--- src/rtl/rod_motion_ctrl.sv ---
// rod_motion_ctrl: per-rod fixed-point vertical motion, playfield clamping and
// a kick sequencer (IDLE -> WINDUP -> STRIKE -> COOLDOWN) for NUM_RODS rods.
// Build option: define ROD_MOTION_INERTIA_EN for accelerating motion; without
// it the speed jumps straight to the requested target (legacy response).
// Handshake note: there is no valid/ready flow here; startOfFrame is a one-clk
// strobe that qualifies every motion and phase-counter update, and kick_hit is
// a one-clk registered pulse that downstream logic consumes unconditionally.
module rod_motion_ctrl #(
   parameter int NUM_RODS        = 2,
   parameter int FRAC_BITS       = 6,
   parameter int INITIAL_Y       = 200,
   parameter int Y_MIN           = 30,
   parameter int Y_MAX           = 450,
   parameter int ROD_HEIGHT      = 64,
   parameter int MAX_SPEED       = 230,
   parameter int ACCEL           = 40,
   parameter int WINDUP_FRAMES   = 2,
   parameter int STRIKE_FRAMES   = 4,
   parameter int COOLDOWN_FRAMES = 8
) (
   input  logic                     clk,
   input  logic                     resetN,
   input  logic                     startOfFrame,
   input  logic [NUM_RODS-1:0]      y_up,
   input  logic [NUM_RODS-1:0]      y_down,
   input  logic [NUM_RODS-1:0]      kick_req,
   input  logic [NUM_RODS-1:0]      ball_contact,
   output logic [11*NUM_RODS-1:0]   topLeftY,
   output logic [NUM_RODS-1:0]      strike_active,
   output logic [NUM_RODS-1:0]      kick_hit,
   output logic [2*NUM_RODS-1:0]    kick_state_dbg
);

   typedef enum logic [1:0] {
      K_IDLE     = 2'd0,
      K_WINDUP   = 2'd1,
      K_STRIKE   = 2'd2,
      K_COOLDOWN = 2'd3
   } kick_state_e;

   // Per-frame speed step. Without inertia any step at least as large as the
   // full speed span lands on the target in one frame.
`ifdef ROD_MOTION_INERTIA_EN
   localparam int STEP = ACCEL;
`else
   localparam int STEP = (ACCEL > 2 * MAX_SPEED) ? ACCEL : 2 * MAX_SPEED;
`endif

   localparam logic signed [31:0] POS_LO   = 32'(Y_MIN << FRAC_BITS);
   localparam logic signed [31:0] POS_HI   = 32'((Y_MAX - ROD_HEIGHT) << FRAC_BITS);
   localparam logic signed [31:0] POS_INIT = 32'(INITIAL_Y << FRAC_BITS);
   localparam logic signed [31:0] SPD_MAX  = 32'(MAX_SPEED);
   localparam logic signed [31:0] STEP_S   = 32'(STEP);
   localparam logic [7:0] WINDUP_LEN   = 8'(WINDUP_FRAMES);
   localparam logic [7:0] STRIKE_LEN   = 8'(STRIKE_FRAMES);
   localparam logic [7:0] COOLDOWN_LEN = 8'(COOLDOWN_FRAMES);

   for (genvar g = 0; g < NUM_RODS; g++) begin : g_rod
      logic signed [31:0] pos_q, pos_d;
      logic signed [31:0] speed_q, speed_d;
      logic signed [31:0] target, stepped, sum;
      kick_state_e        state_q, state_d;
      logic [7:0]         cnt_q, cnt_d;
      logic               hit_done_q, hit_done_d;
      logic               hit_q, hit_d;
      logic               strike_q;

      // Motion: step speed toward the target, integrate, clamp to the playfield.
      always_comb begin
         pos_d   = pos_q;
         speed_d = speed_q;
         target  = '0;
         if (y_up[g] && !y_down[g]) begin
            target = -SPD_MAX;
         end else if (y_down[g] && !y_up[g]) begin
            target = SPD_MAX;
         end
         if (speed_q < target) begin
            stepped = (target - speed_q > STEP_S) ? speed_q + STEP_S : target;
         end else begin
            stepped = (speed_q - target > STEP_S) ? speed_q - STEP_S : target;
         end
         if (stepped > SPD_MAX) begin
            stepped = SPD_MAX;
         end else if (stepped < -SPD_MAX) begin
            stepped = -SPD_MAX;
         end
         sum = pos_q + stepped;
         if (startOfFrame) begin
            if (sum < POS_LO) begin
               pos_d   = POS_LO;
               speed_d = '0;
            end else if (sum > POS_HI) begin
               pos_d   = POS_HI;
               speed_d = '0;
            end else begin
               pos_d   = sum;
               speed_d = stepped;
            end
         end
      end

      // Kick sequencer: next state, phase counter and single-shot hit detection.
      always_comb begin
         state_d    = state_q;
         cnt_d      = cnt_q;
         hit_done_d = hit_done_q;
         hit_d      = 1'b0;
         if (state_q == K_STRIKE && ball_contact[g] && !hit_done_q) begin
            hit_d      = 1'b1;
            hit_done_d = 1'b1;
         end
         if (state_q == K_IDLE) begin
            if (kick_req[g]) begin
               state_d = K_WINDUP;
               cnt_d   = WINDUP_LEN;
            end
         end else if (startOfFrame) begin
            if (cnt_q > 8'd1) begin
               cnt_d = cnt_q - 8'd1;
            end else if (state_q == K_WINDUP) begin
               state_d    = K_STRIKE;
               cnt_d      = STRIKE_LEN;
               hit_done_d = 1'b0;
            end else if (state_q == K_STRIKE) begin
               state_d = K_COOLDOWN;
               cnt_d   = COOLDOWN_LEN;
            end else begin
               state_d = K_IDLE;
               cnt_d   = 8'd0;
            end
         end
      end

      // State registers with asynchronous active-low reset.
      always_ff @(posedge clk or negedge resetN) begin
         if (!resetN) begin
            pos_q      <= POS_INIT;
            speed_q    <= '0;
            state_q    <= K_IDLE;
            cnt_q      <= 8'd0;
            hit_done_q <= 1'b0;
            hit_q      <= 1'b0;
            strike_q   <= 1'b0;
         end else begin
            pos_q      <= pos_d;
            speed_q    <= speed_d;
            state_q    <= state_d;
            cnt_q      <= cnt_d;
            hit_done_q <= hit_done_d;
            hit_q      <= hit_d;
            strike_q   <= (state_d == K_STRIKE);
         end
      end

      assign topLeftY[11*g +: 11]     = 11'(pos_q >>> FRAC_BITS);
      assign strike_active[g]         = strike_q;
      assign kick_hit[g]              = hit_q;
      assign kick_state_dbg[2*g +: 2] = state_q;
   end

endmodule

--- config.mk ---
export PLATFORM = sky130hd
export DESIGN_NAME = rod_motion_ctrl
export DESIGN_NICKNAME = d
export VERILOG_FILES = /design/src/rtl/rod_motion_ctrl.sv
export SDC_FILE = /design/constraint.sdc
export NUM_CORES = 1
export LEC_CHECK = 0
export CORE_MARGIN = 4
export CORE_UTILIZATION = 40
export DETAILED_ROUTE_END_ITERATION = 6
export PLACE_DENSITY_LB_ADDON = 0.3
export SLEW_MARGIN = 20
export SYNTH_ARGS = -nofsm -noshare
export SYNTH_HDL_FRONTEND = slang
export SYNTH_SLANG_ARGS = --single-unit
--- constraint.sdc ---
create_clock -name clk -period 15.1 [get_ports clk]
set_clock_uncertainty 0.2 [all_clocks]
set_input_delay 2.265 -clock clk [delete_from_list [all_inputs] [get_ports clk]]
set_output_delay 2.265 -clock clk [all_outputs]
set_load 0.05 [all_outputs]
* Word level (Yosys, flattened, before mapping) *
Cells that the tools add are included.
Widths: inputs -> output; s select.

word-level totals
  flip-flop bits (word level) = 154
  bits in latches = 0
  memory bits (writable) = 0
  ROM bits = 0
  bits of input ports = 11
  word-level logic and storage cells = 128
  memories = 0

cells by class
  add/subtract/negate cells = 12
  multiply operators = 0
  div/mod/pow operators = 0
  magnitude comparators = 16
  equality and inequality tests = 8
  shifts and indexed selects = 0
  muxes and demuxes = 58
  bitwise operators = 0
  reductions and logical operators = 20

operators with widths
  cell                    number
  $mux 32                 20
  $gt 32x10->1 const B    4
  $sub 32x32->32          4
  $mux 8                  10
  $add 32x10->32 const B  2
  $add 32x32->32          2
  $gt 32x16->1 const B    2
  $gt 32x9->1 const B     2
  $lt 32x12->1 const B    2
  $lt 32x32->1            2
  $lt 32x9->1 const B     2
  $sub 32x10->32 const B  2
  $mux 2                  12
  $gt 8x1->1 const B      2
  $mux 4                  4
  $sub 8x1->8 const B     2
  $mux 1                  12
  $eq 2x2->1 const B      4
  $logic_and 1x1->1       8
  $logic_not 1->1         6
  $eq 2x1->1 const B      2
  $logic_not 2->1         2
  $ne 2x2->1 const B      2
  $reduce_and 2->1        2
  $reduce_bool 2->1       2

* Logic depth before layout (Yosys ltp) *
Gate-level depths: netlist of run 1.

  word-level depth = 15
  depth in mapped cells = 55
  mapped depth without buffers = 51

* Least setup slack after synthesis of run 1 *
Ideal clock, no wire load.

  path type = input to register
  from = in y_down[0]
  to = reg g_rod[0].pos_q[7]
  library setup time = 121 ps
  arrival = 13064 ps
  setup slack = 1715 ps
  stages on the path = 50
  path buffers = 5
  cell sequence = inv_1 > ha_1 > inv_1 > ha_1 > and3_1 > a221o_1 > a311o_1 > a311oi_2 > o21a_1 > o221ai_1 > a2111o_1 > o21a_1 > buf_2 > buf_6 > a22oi_1 > and2_1 > inv_1 > nor3_1 > [... 14 more ...] > a21oi_1 > o21ai_0 > nand2b_1 > a21o_1 > a21o_1 > and2_1 > a211oi_1 > o31ai_1 > a41oi_1 > o41ai_2 > a21boi_2 > o21bai_2 > xnor2_1 > or4_1 > nor4_4 > nand4b_1 > buf_2 > o22a_1

between the ends
  word-level cells in the longest chain between the ends = 14
  elaborated cells between the ends (all ways) = 22

ends and longest elaborated chain
  what                                                  line    source
  start: declaration                                    25      input logic [NUM_RODS-1:0] y_down,
  $logic_and 1x1->1 or $logic_not 1->1 (tied branches)  75, 73
  $mux 8 or $logic_and 1x1->1 (tied branches)           75, 73
  $mux 32 *                                             73      if (y_up[g] && !y_down[g]) begin
  $sub 32x32->32, on equally long branches              81, 79
  $gt 32x10->1, on equally long branches                81, 79
  $mux 32, on equally long branches                     81, 79
  $mux 32 *                                             78      if (speed_q < target) begin
  $lt 32x9->1                                           85      end else if (stepped < -SPD_MAX) begin
  $mux 32                                               85
  $mux 32 *                                             83      if (stepped > SPD_MAX) begin
  $add 32x32->32 *                                      88      sum = pos_q + stepped;
  $gt 32x16->1                                          93      end else if (sum > POS_HI) begin
  $mux 32                                               93
  $mux 32 *                                             90      if (sum < POS_LO) begin
  end signal: assignment                                146     pos_q <= pos_d;
  end: declaration                                      59      logic signed [31:0] pos_q, pos_d;

Mark *: on every way between the ends. The rest lies on a longest branch, timed or not.
A chain may end at the register's enable or synchronous reset.

* Worst setup path after layout of run 1 *
Ends and elaborated chain as after synthesis.

==> impl_results.md, run 1 <==
- Status: finished clean
- Pwr dens: 96.18 nW/µm²
- Bufs on Longest Clock Path: 2
- WL/cell: 19.60 µm
- Prevailing post-synth register cell: dfrtp_1
- Synth Register Bits: 154
- Layout cells sized above 1: 5.961%
- Syn Nets: 3277
- Final Cycle Share: 94.48%
- DIE AREA: 60260 µm²
- Post-layout nets: 3192
- WP data arrival: 14.40 ns
- TritonCTS Buffers: 17
- Slowest-stage cell, CP: a2111oi_0
- CTS H-Tree Depth: 4
- Synth top area cells: dfrtp_1, ha_1, a21oi_1
- Slew at the pin with the worst max-slew slack: 1.110 ns
- Startpoint Class: primary input
- DRT Wirelength: 73190 µm
- Met3 usage: 2.344%
- Die W: 245.5 µm
- Post-CTS sizing: 0
- Initial antenna violation count: 0
- Post-synth top area share: 16.42%
- Number of max-cap violations: 0
- Met2 usage: 35.16%
- Leakage: 10.08 nW
- Design Area, Final: 23930 µm²
- Post-route setup TNS: 0 ns
- Initial Util: 40.71%
- Drt pass-1 iters: 6
- First-pass GRT wire length: 118000 µm
- Most frequent cells in the layout: nand2_1, a21oi_1, nor2_1
- WP data required: 15.23 ns
- Number of DRC markers in iteration 0: 2616
- Hold Path Depth: 1
- Maximum VDD drop: 98.46 µV
- CTS tree: built
- # hold bufs at CTS: 0
- Via density: 6.285
- Die Y: 245.5 µm
- Syn Inst Count: 3058
- CTS Root Buffer Type: clkbuf_16
- Placer Congestion: 0.9626
- Clock latency on the worst-skew pair: 0.46 ns
- Synthesized cell area: 22560 µm²
- Post-DP HPWL: 56800 µm
- Routed Antenna Nets: 0
- Sink Count: 154
- Area after DPL: 23350 µm²
- Register area share after synthesis: 17.12%
- Worst-path clk slew: 0.07 ns
- Grt ovf: 0
- Async set or reset register ratio after synthesis: 100.0%
- Crit path largest cell delay: 0.64 ns
- Postcts setup bufs: 0
- EDFF count, synth: 0
- Core area: 55420 µm²
- PnR worst setup slack: 0.8335 ns
- Most common cell after layout, fill and taps aside: nand2_1
- Dpl ws: 0.3585 ns
- Tot GR Track Use: 23.51%
- Area delta synth->final: 6.101%
- # setup viols final: 0
- Post-route DRC: 0
- Buffers added on ports: 40
- Largest net degree at the start of global routing: 91
- M1 GR Usage: 36.34%
- Mapped Avg Cell Area: 7.377 µm²
- Number of global-route vias before repair: 21407
- Reg2reg path depth: 47
- Fin. Hold Viols: 0
- Core Rows: 86
- Via count: 23468
- Kind of critical path: in2reg
- Total power: 2.302 mW
- Post-synth cell types: 105
- Class of the worst hold path: reg2reg
- Antenna Cells: 0
- Synth Warn #: 0
- # IOs: 41
- Post-synthesis cell type with the largest combined area: dfrtp_1
- GR peak layer: met1
- Crit end category: flip-flop
- Worst rel slew slack: 25.31%
- Max Slew Vio Count: 0
- RSZ-0062 raised after global routing: false
- FMAX: 70.09 MHz
- CP Max Fanout: 40
- Final min period: 14.27 ns
per-stage QoR:
stage,util [%],hold slack [ns],cells
finish,43.19,0.2265,3734
global route,43.19,0.2389,3734
CTS,43.16,0.2269,3734
detailed placement,42.13,0.2148,3702
global placement,42.13,0.2292,3702
floorplan,-,0.2009,3058
report_power, final:
part	switching, mW	internal [mW]
Clock	0.198	0.231
Sequential	0.0471	0.455
Combinational	0.886	0.484
Total	1.13	1.17
worst paths after layout:
path	endpoint	startpoint	slack (ns)
min reg2reg	g_rod[1].hit_q	g_rod[1].hit_done_q	0.23
max in group asynchronous	g_rod[1].pos_q[24]	resetN	11.54
max	g_rod[0].pos_q[7]	y_down[0]	0.83
max reg2reg	g_rod[0].pos_q[7]	g_rod[0].speed_q[12]	2.93
min in group asynchronous	g_rod[1].cnt_q[7]	resetN	1.72
min	g_rod[1].hit_q	g_rod[1].hit_done_q	0.23
per-layer routing:
layer,up-vias,share of wire [%]
li1,11227,-
met1,11084,49
met2,1052,43
met3,105,6.8
met4,0,1.9
met5,-,0
synthesized netlist by cell type, drive strengths merged, types with 9 or more instances:
master and instances:
o2111ai 18, inv 178, mux2i 15, o211ai 40
a2111oi 11, a211oi 43, a311oi 14, nand4 55
nand2 254, o21a 41, nor4 39, nand2b 35
xnor2 121, nor3b 9, nor3 91, a21oi 251
a221oi 26, a22oi 14, dfrtp 148, nand3 89
o21bai 26, a31oi 28, o31ai 22, or4 16
a21o 73, a21boi 15, nand3b 10, or3 30
or2 20, nor2 250, o21ai 215, clkbuf 104
and3 37, ha 204, nor2b 63, and4 11
and2 34, o22ai 59, a221o 14, a211o 9
o221ai 14, xor2 36, buf 85, o32ai 45
o2bb2ai 14
cell families after synthesis:
| family | Yosys count | synth area share, % |
|---|---|---|
| multiplexers | 18 | 0.8153 |
| buffers and inverters | 375 | 7.172 |
| adder cells (fa/ha/maj) | 210 | 11.76 |
| AO/OA/AOI/OAI | 1076 | 32.98 |
| flip-flops | 154 | 17.12 |
| AND/OR/NAND/NOR | 1068 | 24.06 |
| XOR/XNOR | 157 | 6.096 |
layout make-up:
type,instances,area (µm²)
repair buffers,85,765.7
flip-flops and latches,154,3861
inverters,186,698.2
multi-input cells,2529,17100
clock buffers,19,432.9
well taps,748,935.9
fillers,5660,31480
clock inverters,13,137.6
critical path, delay by kind of cell:
family	cells	cell delay, ns
compound gates	21	5.25
buf+inv	7	1.65
xor+xnor	2	0.17
fa+ha+maj	5	1.69
simple gates	15	3.34
state kept, by name (all words and copies together) (netlist names):
name              flops
g_rod.cnt_q          16
g_rod.hit_done_q      2
g_rod.hit_q           2
g_rod.pos_q          64
g_rod.speed_q        64
g_rod.state_q         4
g_rod.strike_q        2
No activity file was read; power rests on OpenSTA's default activity.
==> run 2: changes to the inputs <==
--- a/config.mk
+++ b/config.mk
@@ -9,6 +9,7 @@
 export CORE_UTILIZATION = 40
 export DETAILED_ROUTE_END_ITERATION = 6
 export PLACE_DENSITY_LB_ADDON = 0.3
+export SKIP_CTS_REPAIR_TIMING = 1
 export SLEW_MARGIN = 20
 export SYNTH_ARGS = -nofsm -noshare
 export SYNTH_HDL_FRONTEND = slang
==> results of run 2 <==
Same layout as run 1: the final DEF is identical, and so are final timing and power.
==> run 3: changes to the inputs <==
--- a/config.mk
+++ b/config.mk
@@ -7,6 +7,7 @@
 export LEC_CHECK = 0
 export CORE_MARGIN = 4
 export CORE_UTILIZATION = 40
+export CTS_CLUSTER_SIZE = 28
 export DETAILED_ROUTE_END_ITERATION = 6
 export PLACE_DENSITY_LB_ADDON = 0.3
 export SKIP_CTS_REPAIR_TIMING = 1
==> results of run 3 <==
Same layout as run 1: the final DEF is identical, and so are final timing and power.
